--- config.mk ---
export PLATFORM = sky130hd
export DESIGN_NAME = md5_job_arbiter
export DESIGN_NICKNAME = d
export VERILOG_FILES = /design/src/rtl/md5_job_arbiter.sv
export SDC_FILE = /design/constraint.sdc
export NUM_CORES = 1
export LEC_CHECK = 0
export CORE_ASPECT_RATIO = 1.75
export CORE_MARGIN = 10
export CORE_UTILIZATION = 30
export DETAILED_ROUTE_END_ITERATION = 7
export PLACE_DENSITY_LB_ADDON = 0.15
export SYNTH_ARGS = -nofsm -noshare
export SYNTH_HDL_FRONTEND = slang
export SYNTH_SLANG_ARGS = --single-unit
--- constraint.sdc ---
create_clock -name clk -period 8.65 [get_ports clk]
set_input_delay 1.2975 -clock clk [delete_from_list [all_inputs] [get_ports clk]]
set_output_delay 1.2975 -clock clk [all_outputs]
set_load 0.05 [all_outputs]
--- src/rtl/md5_job_arbiter.sv ---
`default_nettype none
// ============================================================================
// Module  : md5_job_arbiter
// Purpose : Round-robin front end that shares one MD5 block core between
//           NUM_REQ requesters, buffering one 16-word block per job.
// Revision: 1.0
// ============================================================================
module md5_job_arbiter #(
    parameter int NUM_REQ = 2,
    parameter int ID_W    = 1
) (
    input  logic                  clk,
    input  logic                  reset,
    input  logic [NUM_REQ-1:0]    in_valid,
    output logic [NUM_REQ-1:0]    in_ready,
    input  logic [NUM_REQ*32-1:0] in_data,
    output logic                  core_start,
    input  logic [3:0]            core_addr,
    input  logic                  core_mem_read,
    output logic [31:0]           core_chunk,
    input  logic [31:0]           core_hash,
    input  logic                  core_valid,
    output logic                  out_valid,
    input  logic                  out_ready,
    output logic [127:0]          out_data,
    output logic [ID_W-1:0]       out_id,
    output logic                  busy
);

    typedef enum logic [2:0] {
        S_IDLE    = 3'd0,
        S_LOAD    = 3'd1,
        S_START   = 3'd2,
        S_RUN     = 3'd3,
        S_CAPTURE = 3'd4,
        S_DELIVER = 3'd5
    } state_t;

    state_t             state_q;
    logic [ID_W-1:0]    rr_ptr_q;
    logic [ID_W-1:0]    grant_q;
    logic [3:0]         word_cnt_q;
    logic [1:0]         cap_cnt_q;
    logic [NUM_REQ-1:0] in_ready_q;
    logic               core_start_q;
    logic               out_valid_q;
    logic [ID_W-1:0]    out_id_q;
    logic [127:0]       digest_q;
    logic [31:0]        msg_q [16];

    logic               grant_vld_d;
    logic [ID_W-1:0]    grant_d;
    int                 idx;
    logic               load_hs;
    logic [31:0]        load_word;
    logic               unused_mem_read;

    // Search starts one past the last winner so every requester gets a turn.
    always_comb begin
        grant_vld_d = 1'b0;
        grant_d     = '0;
        idx         = 0;
        for (int i = 1; i <= NUM_REQ; i++) begin
            idx = (int'(rr_ptr_q) + i) % NUM_REQ;
            if (!grant_vld_d && in_valid[idx[ID_W-1:0]]) begin
                grant_vld_d = 1'b1;
                grant_d     = idx[ID_W-1:0];
            end
        end
    end

    assign load_hs   = (state_q == S_LOAD) && in_valid[grant_q] && in_ready_q[grant_q];
    assign load_word = in_data[{grant_q, 5'b00000} +: 32];

    always_ff @(posedge clk or posedge reset) begin
        if (reset) begin
            state_q      <= S_IDLE;
            rr_ptr_q     <= ID_W'(NUM_REQ - 1);
            grant_q      <= '0;
            word_cnt_q   <= 4'd0;
            cap_cnt_q    <= 2'd0;
            in_ready_q   <= '0;
            core_start_q <= 1'b0;
            out_valid_q  <= 1'b0;
            out_id_q     <= '0;
            digest_q     <= '0;
        end else begin
            core_start_q <= 1'b0;
            case (state_q)
                S_IDLE: begin
                    if (grant_vld_d) begin
                        grant_q    <= grant_d;
                        rr_ptr_q   <= grant_d;
                        in_ready_q <= NUM_REQ'(1) << grant_d;
                        state_q    <= S_LOAD;
                    end
                end
                S_LOAD: begin
                    if (load_hs) begin
                        word_cnt_q <= word_cnt_q + 4'd1;
                        if (word_cnt_q == 4'd15) begin
                            in_ready_q   <= '0;
                            core_start_q <= 1'b1;
                            state_q      <= S_START;
                        end
                    end
                end
                S_START: begin
                    state_q <= S_RUN;
                end
                S_RUN: begin
                    if (core_valid) begin
                        digest_q  <= {digest_q[95:0], core_hash};
                        cap_cnt_q <= 2'd1;
                        state_q   <= S_CAPTURE;
                    end
                end
                S_CAPTURE: begin
                    if (core_valid) begin
                        digest_q  <= {digest_q[95:0], core_hash};
                        cap_cnt_q <= cap_cnt_q + 2'd1;
                        if (cap_cnt_q == 2'd3) begin
                            out_valid_q <= 1'b1;
                            out_id_q    <= grant_q;
                            state_q     <= S_DELIVER;
                        end
                    end
                end
                S_DELIVER: begin
                    if (out_ready) begin
                        out_valid_q <= 1'b0;
                        state_q     <= S_IDLE;
                    end
                end
                default: state_q <= S_IDLE;
            endcase
        end
    end

    // Message buffer is deliberately left out of reset.
    always_ff @(posedge clk) begin
        if (load_hs) begin
            msg_q[word_cnt_q] <= load_word;
        end
    end

    // The core may sample its word on any cycle, so the strobe is not needed.
    assign unused_mem_read = core_mem_read;

    assign core_chunk = msg_q[core_addr];
    assign in_ready   = in_ready_q;
    assign core_start = core_start_q;
    assign out_valid  = out_valid_q;
    assign out_data   = digest_q;
    assign out_id     = out_id_q;
    assign busy       = (state_q != S_IDLE);

endmodule
`default_nettype wire

==> summary.md <==
| Metric | Value |
|---|---|
| Switch share | `27.9%` |
| CP endpoint kind | `primary output` |
| Post-route ant nets | `0` |
| Largest net degree at the start of global routing | `85` |
| Mapped Nets | `1318` |
| Reg2reg start | `state_q[0]` |
| Worst path required time | `7.35 ns` |
| Detailed placement HPWL | `37900 microns` |
| DR vias | `12800` |
| Ys flop type | `edfxtp_1` |
| Internal cell power | `6.01 mW` |
| Initial Utilization | `30.3%` |
| Max Slew Vio Count | `0` |
| First-pass GRT wire length | `97300 microns` |
| Core ar. | `83400 sq um` |
| Final setup viols | `0` |
| Number of synthesized flops with an enable pin | `512` |
| Share of the synthesized area in the top cell type | `60.9%` |
| Class of the worst hold path | `reg -> reg` |
| MaxCap Viol Count | `0` |
| Initial antenna violation count | `1` |
| WP data arrival | `4.33 ns` |
| Register bit total from synthesis | `656` |
| Switching power | `2.33 mW` |
| CTS tree | `done` |
| Unrepaired setup endpoints after global routing | `false` |
| Site row count | `140` |
| Worst hold stages | `1` |
| Initial DRC Count | `704` |
| Clk slew on worst S/H paths | `0.06 ns` |
| Clock buffer depth | `3` |
| Top cell type by total area after synthesis | `edfxtp_1` |
| Via-to-Cell Ratio | `4.89` |
| Async SR Flop Fraction | `22.0%` |
| Global-route usage over all layers | `13.8%` |
| # port buffers | `271` |
| Drt pass-1 iters | `5` |
| # fillers | `7773` |
| CTS Sinks | `656` |
| Pwr Density | `265 nW/um^2` |
| Final Hold Viols | `0` |
| Final hold slack | `0.504 ns` |
| Cells after Synth | `1206` |
| Leakage | `11.0 nW` |
| CTS root buf | `clkbuf_16` |
| Final worst-path cycle share | `65.0%` |
| Area occupied by multi-input gates | `5990 sq um` |
| Share of cells above drive strength 1 | `28.7%` |
| RePlAce Congestion | `0.699` |
| Die Height | `404 microns` |
| Seq/Total Area, Yosys | `75.2%` |
| Hold Path Sink | `out_data[123]` |
| Register Area | `19000 sq um` |
| CTS resizes | `0` |
| CTS Buf Count | `66` |
| Setup TNS | `0 ns` |
| Htree depth | `3` |
| Status | `completed` |
| Final WL | `66300 microns` |
| R2R setup slack | `5.35 ns` |
| Synth top cells by count | `edfxtp_1 (512), mux2_2 (161), dfrtp_1 (143), mux4_2 (128), a22oi_1 (64)` |
| Unique masters post-synth | `38` |
| Critical path launch point type | `primary input` |
| Worst relative slew slack | `28.5%` |
| Fmax | `0.178 GHz` |
| Crit path kind | `in -> out` |
| Drt wl/cell | `25.3 microns` |
| Grt total ovfl | `0` |
| # IOs | `273` |
| Clock Latency Late Sink | `0.63 ns` |
| Reg2Reg Depth | `4` |
| Main area contributors after synthesis | `edfxtp_1 (61%), dfrtp_1 (14%), mux4_2 (11%)` |
| Sequential share of power | `47.2%` |
| Total chip power | `8.34 mW` |
| R2R Path End | `msg_q[14][18]` |
| Cell Area, Synth | `25200 sq um` |
| Syn_area_per_cell | `20.9 sq um` |
| YS warnings | `0` |
| Nets@finish | `1619` |
| Crit path max fanout | `68` |
| Min-delay src | `out_data[123]` |
| Width of the die | `239 microns` |
| Logic pwr share | `17.3%` |
| Vias in the first global route | `14300` |
| Die area | `96600 sq um` |
| Worst vdd ir | `0.218 mV` |
| Worst slew pin tran | `1.07 ns` |
| Final min period | `5.63 ns` |
| Antenna diodes | `0` |
| Count leader, synth | `edfxtp_1` |
| Number of buffers inserted by hold repair at cts | `0` |
| Post-route DRC | `0` |
| Layout Skew | `0.0214 ns` |
| Syn-to-layout area delta | `24.9%` |
| Clock share of power | `35.4%` |
| Post-CTS Setup Bufs | `0` |
[kinds of logic (layout without fill, tap and decap cells)]
kind of cell / after synthesis / in the layout / share of synthesized area (%)
flops: 656 / 656 / 75.2
mux: 289 / 289 / 18.6
compound gates: 91 / 91 / 2.61
simple gates: 87 / 87 / 1.87
buf+inv: 75 / 426 / 1.33
fa+ha+maj: 5 / 5 / 0.248
xor+xnor: 3 / 3 / 0.104
[per-layer routing]
layer | GRT usage, % | vias to the layer above | part of all wire (%)
met5 | 0 | - | 0.021
met4 | 4.97 | 2 | 2.2
met3 | 5.23 | 86 | 9.0
met2 | 23.5 | 407 | 51
met1 | 15.5 | 6816 | 38
li1 | - | 5505 | -
[flip-flops by register name, indices dropped and copies added (netlist names)]
signal	count
word_cnt_q	4
rr_ptr_q	1
out_id	1
grant_q	1
core_start	1
out_data	128
out_valid	1
state_q	3
in_ready	2
cap_cnt_q	2
msg_q	512
[cell type report]
type / count / share of cell area [%]
Inverter: 7 / 0.0993
Clock inverter: 32 / 1.26
Sequential cell: 656 / 60.3
Tap cell: 1065 / 4.23
Clock buffer: 86 / 5.81
Timing Repair Buffer: 301 / 9.33
Multi-Input combinational cell: 475 / 19.0
[stage by stage]
step | setup slack (ns) | cell area (sq um) | cells | utilization [%]
final | 3.02 | 31500 | 2622 | 37.8
after global routing | 2.74 | 31500 | 2622 | 37.8
after CTS | 2.83 | 31500 | 2622 | 37.8
after detailed placement | 2.84 | 29300 | 2504 | 35.1
after global placement | 2.82 | 29300 | 2504 | 35.1
after floorplan | 3.09 | 25200 | 1206 | -
[how the worst max path moves through the flow]
stage / startpoint / end / slack (ns) / cells after the start
detailed placement: core_addr[0] / core_chunk[26] / 2.84 / 6
finish: core_addr[0] / core_chunk[26] / 3.02 / 6
global route: core_addr[0] / core_chunk[26] / 2.74 / 6
global placement: core_addr[0] / core_chunk[26] / 2.82 / 6
floorplan: in_valid[1] / msg_q[0][0] / 3.09 / 3
CTS: core_addr[0] / core_chunk[26] / 2.83 / 6
[power groups by stage]
stage	Combinational [mW]	Clock, mW	Sequential (mW)
6_report	1.45	2.95	3.94
5_1_grt	1.56	3.17	3.97
4_1_cts	1.49	3.06	3.94
3_5_place_dp	1.48	0	4.01
3_3_place_gp	1.46	0	4.00
2_1_floorplan	0.615	0	4.27
[cells in the final DEF (no fill, tap or decap), types with 5 or more instances in the layout]
| cell | synthesis | layout |
|---|---|---|
| a21oi_1 | 8 | 8 |
| clkinv_1 | 0 | 5 |
| ha_1 | 5 | 5 |
| nor2_1 | 8 | 7 |
| clkdlybuf4s50_1 | 0 | 269 |
| bufinv_16 | 0 | 7 |
| buf_4 | 2 | 31 |
| inv_1 | 7 | 6 |
| clkbuf_16 | 0 | 69 |
| clkbuf_8 | 0 | 5 |
| a22oi_1 | 64 | 64 |
| mux4_2 | 128 | 128 |
| clkbuf_1 | 37 | 13 |
| o21ai_0 | 8 | 8 |
| nand2_1 | 45 | 44 |
| edfxtp_1 | 512 | 512 |
| nand3_1 | 5 | 5 |
| mux2_2 | 161 | 161 |
| clkinv_2 | 0 | 9 |
| dfrtp_1 | 143 | 142 |
[worst max-delay path: stages]
cell             delay (ns)
clkbuf_8               0.66
buf_4                  0.63
mux4_2                 0.58
a22oi_1                0.27
nand2_1                0.10
clkdlybuf4s50_1        0.72
No activity file was read; power rests on OpenSTA's default activity.
